### config.mk
export PLATFORM = sky130hd
export DESIGN_NAME = layer_out_serializer_flat
export DESIGN_NICKNAME = d
export VERILOG_FILES = /design/src/rtl/fnn_pkg.sv /design/src/rtl/layer_out_serializer_if.sv /design/src/rtl/layer_out_serializer.sv /design/src/flat_wrapper.sv
export SDC_FILE = /design/constraint.sdc
export NUM_CORES = 1
export LEC_CHECK = 0
export ABC_AREA = 1
export CORE_MARGIN = 1.5
export CORE_UTILIZATION = 55
export DETAILED_ROUTE_END_ITERATION = 6
export GPL_TIMING_DRIVEN = 1
export PLACE_DENSITY = 0.84
export SYNTH_ARGS = -nofsm -noshare
export SYNTH_HDL_FRONTEND = slang
export SYNTH_SLANG_ARGS = --single-unit
### constraint.sdc
create_clock -name clk -period 5 [get_ports clk]
set_clock_uncertainty 0.15 [all_clocks]
set_input_delay 0.5 -clock clk [delete_from_list [all_inputs] [get_ports clk]]
set_output_delay 0.5 -clock clk [all_outputs]
set_load 0.01 [all_outputs]
### src/rtl/fnn_pkg.sv
// Shared definitions for the fully-connected network datapath blocks.
// Holds the serializer state type, the default word width and a helper
// that sizes counters so a single-entry range still gets one bit.
package fnn_pkg;

    localparam int DEFAULT_DATA_WIDTH = 16;

    typedef enum logic {
        COLLECT = 1'b0,
        SHIFT   = 1'b1
    } ser_state_t;

    // Counter width able to index n items, never narrower than one bit.
    function automatic int cnt_width(input int n);
        return (n > 1) ? $clog2(n) : 1;
    endfunction

endpackage

### src/rtl/layer_out_serializer_if.sv
// Bus between one layer's neurons, the serializer and the next layer.
//
// Handshake: neuron_valid[i] is a single-cycle strobe meaning lane i of
// neuron_out carries a new value on that clock edge. ser_valid marks a
// word on ser_data on that edge. There is no ready/backpressure; the
// consumer must accept every word on the cycle it is presented.
// dbg_state exposes the serializer FSM state for observation.
interface layer_out_serializer_if #(
    parameter int NUM_NEURONS = 30,
    parameter int DATA_WIDTH  = fnn_pkg::DEFAULT_DATA_WIDTH
) ();

    logic [NUM_NEURONS*DATA_WIDTH-1:0] neuron_out;
    logic [NUM_NEURONS-1:0]            neuron_valid;
    logic [DATA_WIDTH-1:0]             ser_data;
    logic                              ser_valid;
    logic                              ser_last;
    logic                              busy;
    logic                              ovf;
    fnn_pkg::ser_state_t               dbg_state;

    // Producer side: drives the neuron lanes, observes the serial stream.
    modport master (
        output neuron_out,
        output neuron_valid,
        input  ser_data,
        input  ser_valid,
        input  ser_last,
        input  busy,
        input  ovf,
        input  dbg_state
    );

    // Serializer side.
    modport slave (
        input  neuron_out,
        input  neuron_valid,
        output ser_data,
        output ser_valid,
        output ser_last,
        output busy,
        output ovf,
        output dbg_state
    );

endinterface

### src/rtl/layer_out_serializer.sv
// Collects one output word per neuron lane (in any order, over any number
// of cycles) and then streams the frame out lane 0 first, one word per
// cycle without gaps. Strobes arriving while a frame is streaming are
// dropped.
// Optional feature: define LAYER_SER_OVF_EN to get a sticky ovf flag that
// records strobes dropped during streaming; otherwise ovf is tied to 0.
module layer_out_serializer
    import fnn_pkg::*;
#(
    parameter int NUM_NEURONS = 30,
    parameter int DATA_WIDTH  = DEFAULT_DATA_WIDTH
) (
    input  logic clk,
    input  logic rst,
    layer_out_serializer_if.slave bus
);

    localparam int              CW       = cnt_width(NUM_NEURONS);
    localparam logic [CW-1:0]   LAST_IDX = CW'(NUM_NEURONS - 1);
    localparam logic            ONE_LANE = (NUM_NEURONS == 1);

    ser_state_t             r_state;
    ser_state_t             w_state_next;
    logic [NUM_NEURONS-1:0] r_captured;
    logic [NUM_NEURONS-1:0] w_captured_next;
    logic [CW-1:0]          r_cnt;
    logic [CW-1:0]          w_cnt_inc;
    logic                   w_last_word;
    logic                   w_enter_shift;
    logic [DATA_WIDTH-1:0]  w_lane0;
    logic [DATA_WIDTH-1:0]  r_hold [NUM_NEURONS];
    logic [DATA_WIDTH-1:0]  r_ser_data;
    logic                   r_ser_valid;
    logic                   r_ser_last;

    assign w_cnt_inc     = r_cnt + CW'(1);
    assign w_last_word   = (r_cnt == LAST_IDX);
    assign w_enter_shift = (r_state == COLLECT) && (w_state_next == SHIFT);
    // Lane 0 may be captured on the very edge that completes the frame,
    // so take the incoming value rather than the stale hold register.
    assign w_lane0       = bus.neuron_valid[0] ? bus.neuron_out[DATA_WIDTH-1:0] : r_hold[0];

    // Next-state logic: complete the captured mask, leave SHIFT after the last word.
    always_comb begin
        w_state_next    = r_state;
        w_captured_next = r_captured;
        case (r_state)
            COLLECT: begin
                w_captured_next = r_captured | bus.neuron_valid;
                if (&w_captured_next) begin
                    w_state_next    = SHIFT;
                    w_captured_next = '0;
                end
            end
            SHIFT: begin
                if (w_last_word) begin
                    w_state_next = COLLECT;
                end
            end
            default: begin
                w_state_next    = COLLECT;
                w_captured_next = '0;
            end
        endcase
    end

    // State and captured-mask registers.
    always_ff @(posedge clk or posedge rst) begin
        if (rst) begin
            r_state    <= COLLECT;
            r_captured <= '0;
        end else begin
            r_state    <= w_state_next;
            r_captured <= w_captured_next;
        end
    end

    // Per-lane hold registers, written only while collecting.
    always_ff @(posedge clk) begin
        for (int i = 0; i < NUM_NEURONS; i++) begin
            if (r_state == COLLECT && bus.neuron_valid[i]) begin
                r_hold[i] <= bus.neuron_out[i*DATA_WIDTH +: DATA_WIDTH];
            end
        end
    end

    // Word counter and registered serial outputs.
    always_ff @(posedge clk or posedge rst) begin
        if (rst) begin
            r_cnt       <= '0;
            r_ser_data  <= '0;
            r_ser_valid <= 1'b0;
            r_ser_last  <= 1'b0;
        end else if (w_enter_shift) begin
            r_cnt       <= '0;
            r_ser_data  <= w_lane0;
            r_ser_valid <= 1'b1;
            r_ser_last  <= ONE_LANE;
        end else if (r_state == SHIFT) begin
            if (w_last_word) begin
                r_ser_valid <= 1'b0;
                r_ser_last  <= 1'b0;
            end else begin
                r_cnt       <= w_cnt_inc;
                r_ser_data  <= r_hold[w_cnt_inc];
                r_ser_valid <= 1'b1;
                r_ser_last  <= (w_cnt_inc == LAST_IDX);
            end
        end
    end

`ifdef LAYER_SER_OVF_EN
    logic r_ovf;

    // Sticky flag: a strobe arrived while a frame was streaming and was dropped.
    always_ff @(posedge clk or posedge rst) begin
        if (rst) begin
            r_ovf <= 1'b0;
        end else if (r_state == SHIFT && (|bus.neuron_valid)) begin
            r_ovf <= 1'b1;
        end
    end

    assign bus.ovf = r_ovf;
`else
    assign bus.ovf = 1'b0;
`endif

    assign bus.ser_data  = r_ser_data;
    assign bus.ser_valid = r_ser_valid;
    assign bus.ser_last  = r_ser_last;
    assign bus.busy      = (r_state == SHIFT);
    assign bus.dbg_state = r_state;

endmodule

### src/flat_wrapper.sv
// flat-port wrapper written by rule: the top's interface ports become plain ports
module layer_out_serializer_flat import fnn_pkg::*;
#(
    parameter int NUM_NEURONS = 30,
    parameter int DATA_WIDTH  = DEFAULT_DATA_WIDTH
)
  (clk, rst, bus_neuron_out, bus_neuron_valid, bus_ser_data, bus_ser_valid, bus_ser_last, bus_busy, bus_ovf, bus_dbg_state);
  layer_out_serializer_if #(.NUM_NEURONS(NUM_NEURONS), .DATA_WIDTH(DATA_WIDTH)) bus_i ();
  input  logic clk;
  input  logic rst;
  input wire logic [$bits(bus_i.neuron_out)-1:0] bus_neuron_out;
  input wire logic [$bits(bus_i.neuron_valid)-1:0] bus_neuron_valid;
  output wire logic [$bits(bus_i.ser_data)-1:0] bus_ser_data;
  output wire logic [$bits(bus_i.ser_valid)-1:0] bus_ser_valid;
  output wire logic [$bits(bus_i.ser_last)-1:0] bus_ser_last;
  output wire logic [$bits(bus_i.busy)-1:0] bus_busy;
  output wire logic [$bits(bus_i.ovf)-1:0] bus_ovf;
  output wire logic [$bits(bus_i.dbg_state)-1:0] bus_dbg_state;
  assign bus_i.neuron_out = bus_neuron_out;
  assign bus_i.neuron_valid = bus_neuron_valid;
  assign bus_ser_data = bus_i.ser_data;
  assign bus_ser_valid = bus_i.ser_valid;
  assign bus_ser_last = bus_i.ser_last;
  assign bus_busy = bus_i.busy;
  assign bus_ovf = bus_i.ovf;
  assign bus_dbg_state = bus_i.dbg_state;
  layer_out_serializer #(.NUM_NEURONS(NUM_NEURONS), .DATA_WIDTH(DATA_WIDTH)) u_core (.clk(clk), .rst(rst), .bus(bus_i));
endmodule
==> results.sh <==
export IMPL_status="completed"
export IMPL_synth_commonest_cells="717 x nand2_1, 480 x edfxtp_1, 428 x inv_1"
export IMPL_ctsHoldBuffers=0
export IMPL_hold_class="input port to asynchronous set/reset pin"
export IMPL_min_period_ns=3.589
export IMPL_clk_latency_ns=0.61
export IMPL_p_total_uw=18500
export IMPL_synth_top_family_by_area="simple AND/OR/NAND/NOR gates"
export IMPL_final_nets=3405
export IMPL_drv_cap=0
export IMPL_syn_to_final_growth_pct=31.76
export IMPL_pin_count=533
export IMPL_yosys_area_share_simple_pct=21.65
export IMPL_grt_ovfl_total=0
export IMPL_synthMuxAreaShare_pct=0
export IMPL_seq_area_frac_synth_pct=66.85
export IMPL_synth_adder_area_share_pct=0.1592
export IMPL_synth_top_area_cell="edfxtp_1"
export IMPL_clockRootBuffer="clkbuf_16"
export IMPL_synth_nets=2912
export IMPL_grt_max_degree=220
export IMPL_drt_iter0_drc=3092
export IMPL_cp_arrival_ns=3.97
export IMPL_end_kind="flop"
export IMPL_die_area_um2=44130
export IMPL_dp_hpwl_um=58930
export IMPL_core_um2=42130
export IMPL_place_area_um2=29310
export IMPL_synth_compound_area_share_pct=1.655
export IMPL_required_ns=5.38
export IMPL_num_rows=75
export IMPL_multi_input_area_um2=5665
export IMPL_post_synth_top_count_cell="nand2_1"
export IMPL_cts_buffer_depth=3
export IMPL_relSlewSlack_pct=9.102
export IMPL_fin_crit_sh_pct=71.78
export IMPL_routedWlPerCell_um=23.06
export IMPL_die_w_um=210.1
export IMPL_yosys_most_used_dff="edfxtp_1"
export IMPL_drtPass1Iterations=6
export IMPL_tritoncts="done"
export IMPL_final_setup_viol_count=0
export IMPL_power_leakage_uw=0.01338
export IMPL_yosys_area_top_type_share_pct=61.12
export IMPL_wl_um=80580
export IMPL_worst_setup_path_start_kind="flop"
export IMPL_synth_edf_count=480
export IMPL_finalSetupTns_ns=0
export IMPL_final_instance_count_excl_fill=3494
export IMPL_start_util_pct=55.97
export IMPL_slew_viol_final=0
export IMPL_post_cts_buffers=0
export IMPL_finalHoldViolCount=0
export IMPL_htreeDepth=2
export IMPL_vias=19302
export IMPL_drive_above_1_share_pct=4.533
export IMPL_dp_cells=3374
export IMPL_io_buffers=531
export IMPL_via_per_inst=5.524
export IMPL_clkTransAtPathRegs_ns=0.06
export IMPL_drc_errors=0
export IMPL_synthTopCellsByArea="edfxtp_1 61%, nand2_1 11%, nand3_1 8.0%"
export IMPL_syn_cell_area_um2=23580
export IMPL_synth_cell_types=29
export IMPL_synth_cells=2397
export IMPL_antenna_found_initial=23
export IMPL_cts_sinks=534
export IMPL_peakVddDrop_v=0.0005603
export IMPL_rsz0062_at_grt="no"
export IMPL_cts_buffers=53
export IMPL_yosysWarnings=0
export IMPL_grt_pass1_vias=18956
export IMPL_power_density_nw_per_um2=595.4
export IMPL_crit_type="flop to flop"
export IMPL_fp_dieH_um=210.1
export IMPL_async_flop_share_pct=10.11
export IMPL_fmax_mhz=278.6
export IMPL_ant_nets=0
export IMPL_cts_resized=0
export IMPL_synth_seq_cells=534
export IMPL_tightest_slew_ns=1.363
export IMPL_synth_xor_area_share_pct=0.1751
export IMPL_grt_pass1_wl_um=116200
export IMPL_seqCellArea_um2=15770
export IMPL_place_congestion=0.9766
export IMPL_avgSynthCellArea_um2=9.838
export IMPL_critical_path_max_fanout=100
export IMPL_fill_cells=2870
export IMPL_final_area_um2=31070
export IMPL_grt_usage_pct=36.35
==> layout by cell type (no fill, tap or decap), types with 5 or more instances in the layout <==
| master | netlist | final |
|---|---|---|
| nand4_1 | 21 | 21 |
| buf_4 | 12 | 26 |
| dfrtp_1 | 54 | 52 |
| clkbuf_1 | 40 | 11 |
| inv_2 | 4 | 5 |
| edfxtp_1 | 480 | 480 |
| nor2_2 | 1 | 16 |
| nor2_1 | 96 | 81 |
| nand3_1 | 376 | 375 |
| bufinv_16 | 0 | 5 |
| inv_1 | 428 | 425 |
| clkinv_2 | 0 | 9 |
| clkdlybuf4s50_1 | 0 | 531 |
| diode_2 | 0 | 21 |
| clkinv_1 | 12 | 27 |
| o21ai_0 | 52 | 52 |
| a21oi_1 | 18 | 18 |
| clkbuf_16 | 0 | 54 |
| nand2_1 | 717 | 716 |
==> sequential cells by signal (all words and copies together), names as in the netlist <==
signal	cells
u_core.r_hold	480
u_core.bus.ser_valid	1
u_core.r_captured	30
u_core.bus.ser_data	16
u_core.bus.busy	1
u_core.bus.ser_last	1
u_core.r_cnt	5
==> power breakdown <==
part,switching [uW],internal [uW],total [uW]
Clock,1720,2260,3980
Sequential,458,5990,6440
Combinational,5680,2400,8080
Total,7850,10700,18500
==> worst max-delay path: stages (launching register included) <==
cell	delay, ns
dfrtp_4	0.67
inv_6	0.06
ha_4	0.44
inv_4	0.88
buf_4	0.39
nand3_1	0.12
nand3_1	0.16
nand3_1	0.17
nand2_1	0.14
nand2_1	0.11
nand3_1	0.10
nand2_1	0.06
nand2_1	0.05
==> final cells by class <==
class	instances	area share, %
clock buffers	67	4.570
well taps	539	2.170
diodes	21	0.1691
repair buffers	558	17.80
flip-flops and latches	534	50.75
inverters	444	5.388
multi-input cells	1299	18.23
clock inverters	32	0.9181
==> through the flow <==
step | setup slack, ns | hold slack, ns | utilization, %
after floorplan | 2.426 | 0.3109 | -
after global placement | 1.490 | 0.3244 | 69.57
after detailed placement | 1.495 | 0.3220 | 69.57
after CTS | 1.468 | 0.2675 | 73.62
after global routing | 1.196 | 0.2708 | 73.73
final | 1.411 | 0.2810 | 73.75
==> kinds of logic (layout without fill, tap and decap cells) <==
kind of cell / count (synthesis) / in the layout
xor gates and xnor gates: 3 / 3
adders and majority gates: 3 / 3
DFF: 534 / 534
buffers and inverters: 564 / 1101
and+or+nand+nor: 1216 / 1216
AOI/OAI and AO/OA: 76 / 76
other: 1 / 22
==> path summary, 6_finish.rpt <==
| path | start | end | slack, ns | cells past startpoint |
|---|---|---|---|---|
| max | u_core.r_cnt[0]$_DFFE_PP0P_ | u_core.bus.ser_data[12]$_DFFE_PP0P_ | 1.41 | 12 |
| min | rst | u_core.r_captured[0]$_DFFE_PP0N_ | 0.28 | 2 |
| max reg2reg | u_core.r_cnt[0]$_DFFE_PP0P_ | u_core.bus.ser_data[12]$_DFFE_PP0P_ | 1.41 | 12 |
| min reg2reg | u_core.bus.ser_data[4]$_DFFE_PP0P_ | u_core.bus.ser_data[4]$_DFFE_PP0P_ | 0.34 | 2 |
| max in group asynchronous | rst | u_core.bus.ser_valid$_DFFE_PP0P_ | 3.55 | 3 |
| min in group clk | bus_neuron_out[302] | u_core.r_hold[18][14]$_DFFE_PP_ | 0.29 | 1 |
==> per-layer routing <==
metal / vias up / global-route usage (%) / wire [um]
met2: 1403 / 60.30 / 39030
met1: 8948 / 44.71 / 28090
met3: 235 / 7.330 / 8620
met4: 8 / 20.64 / 4782
li1: 8708 / - / -
met5: - / 0 / 51
Power figures use the tool's default switching activity.
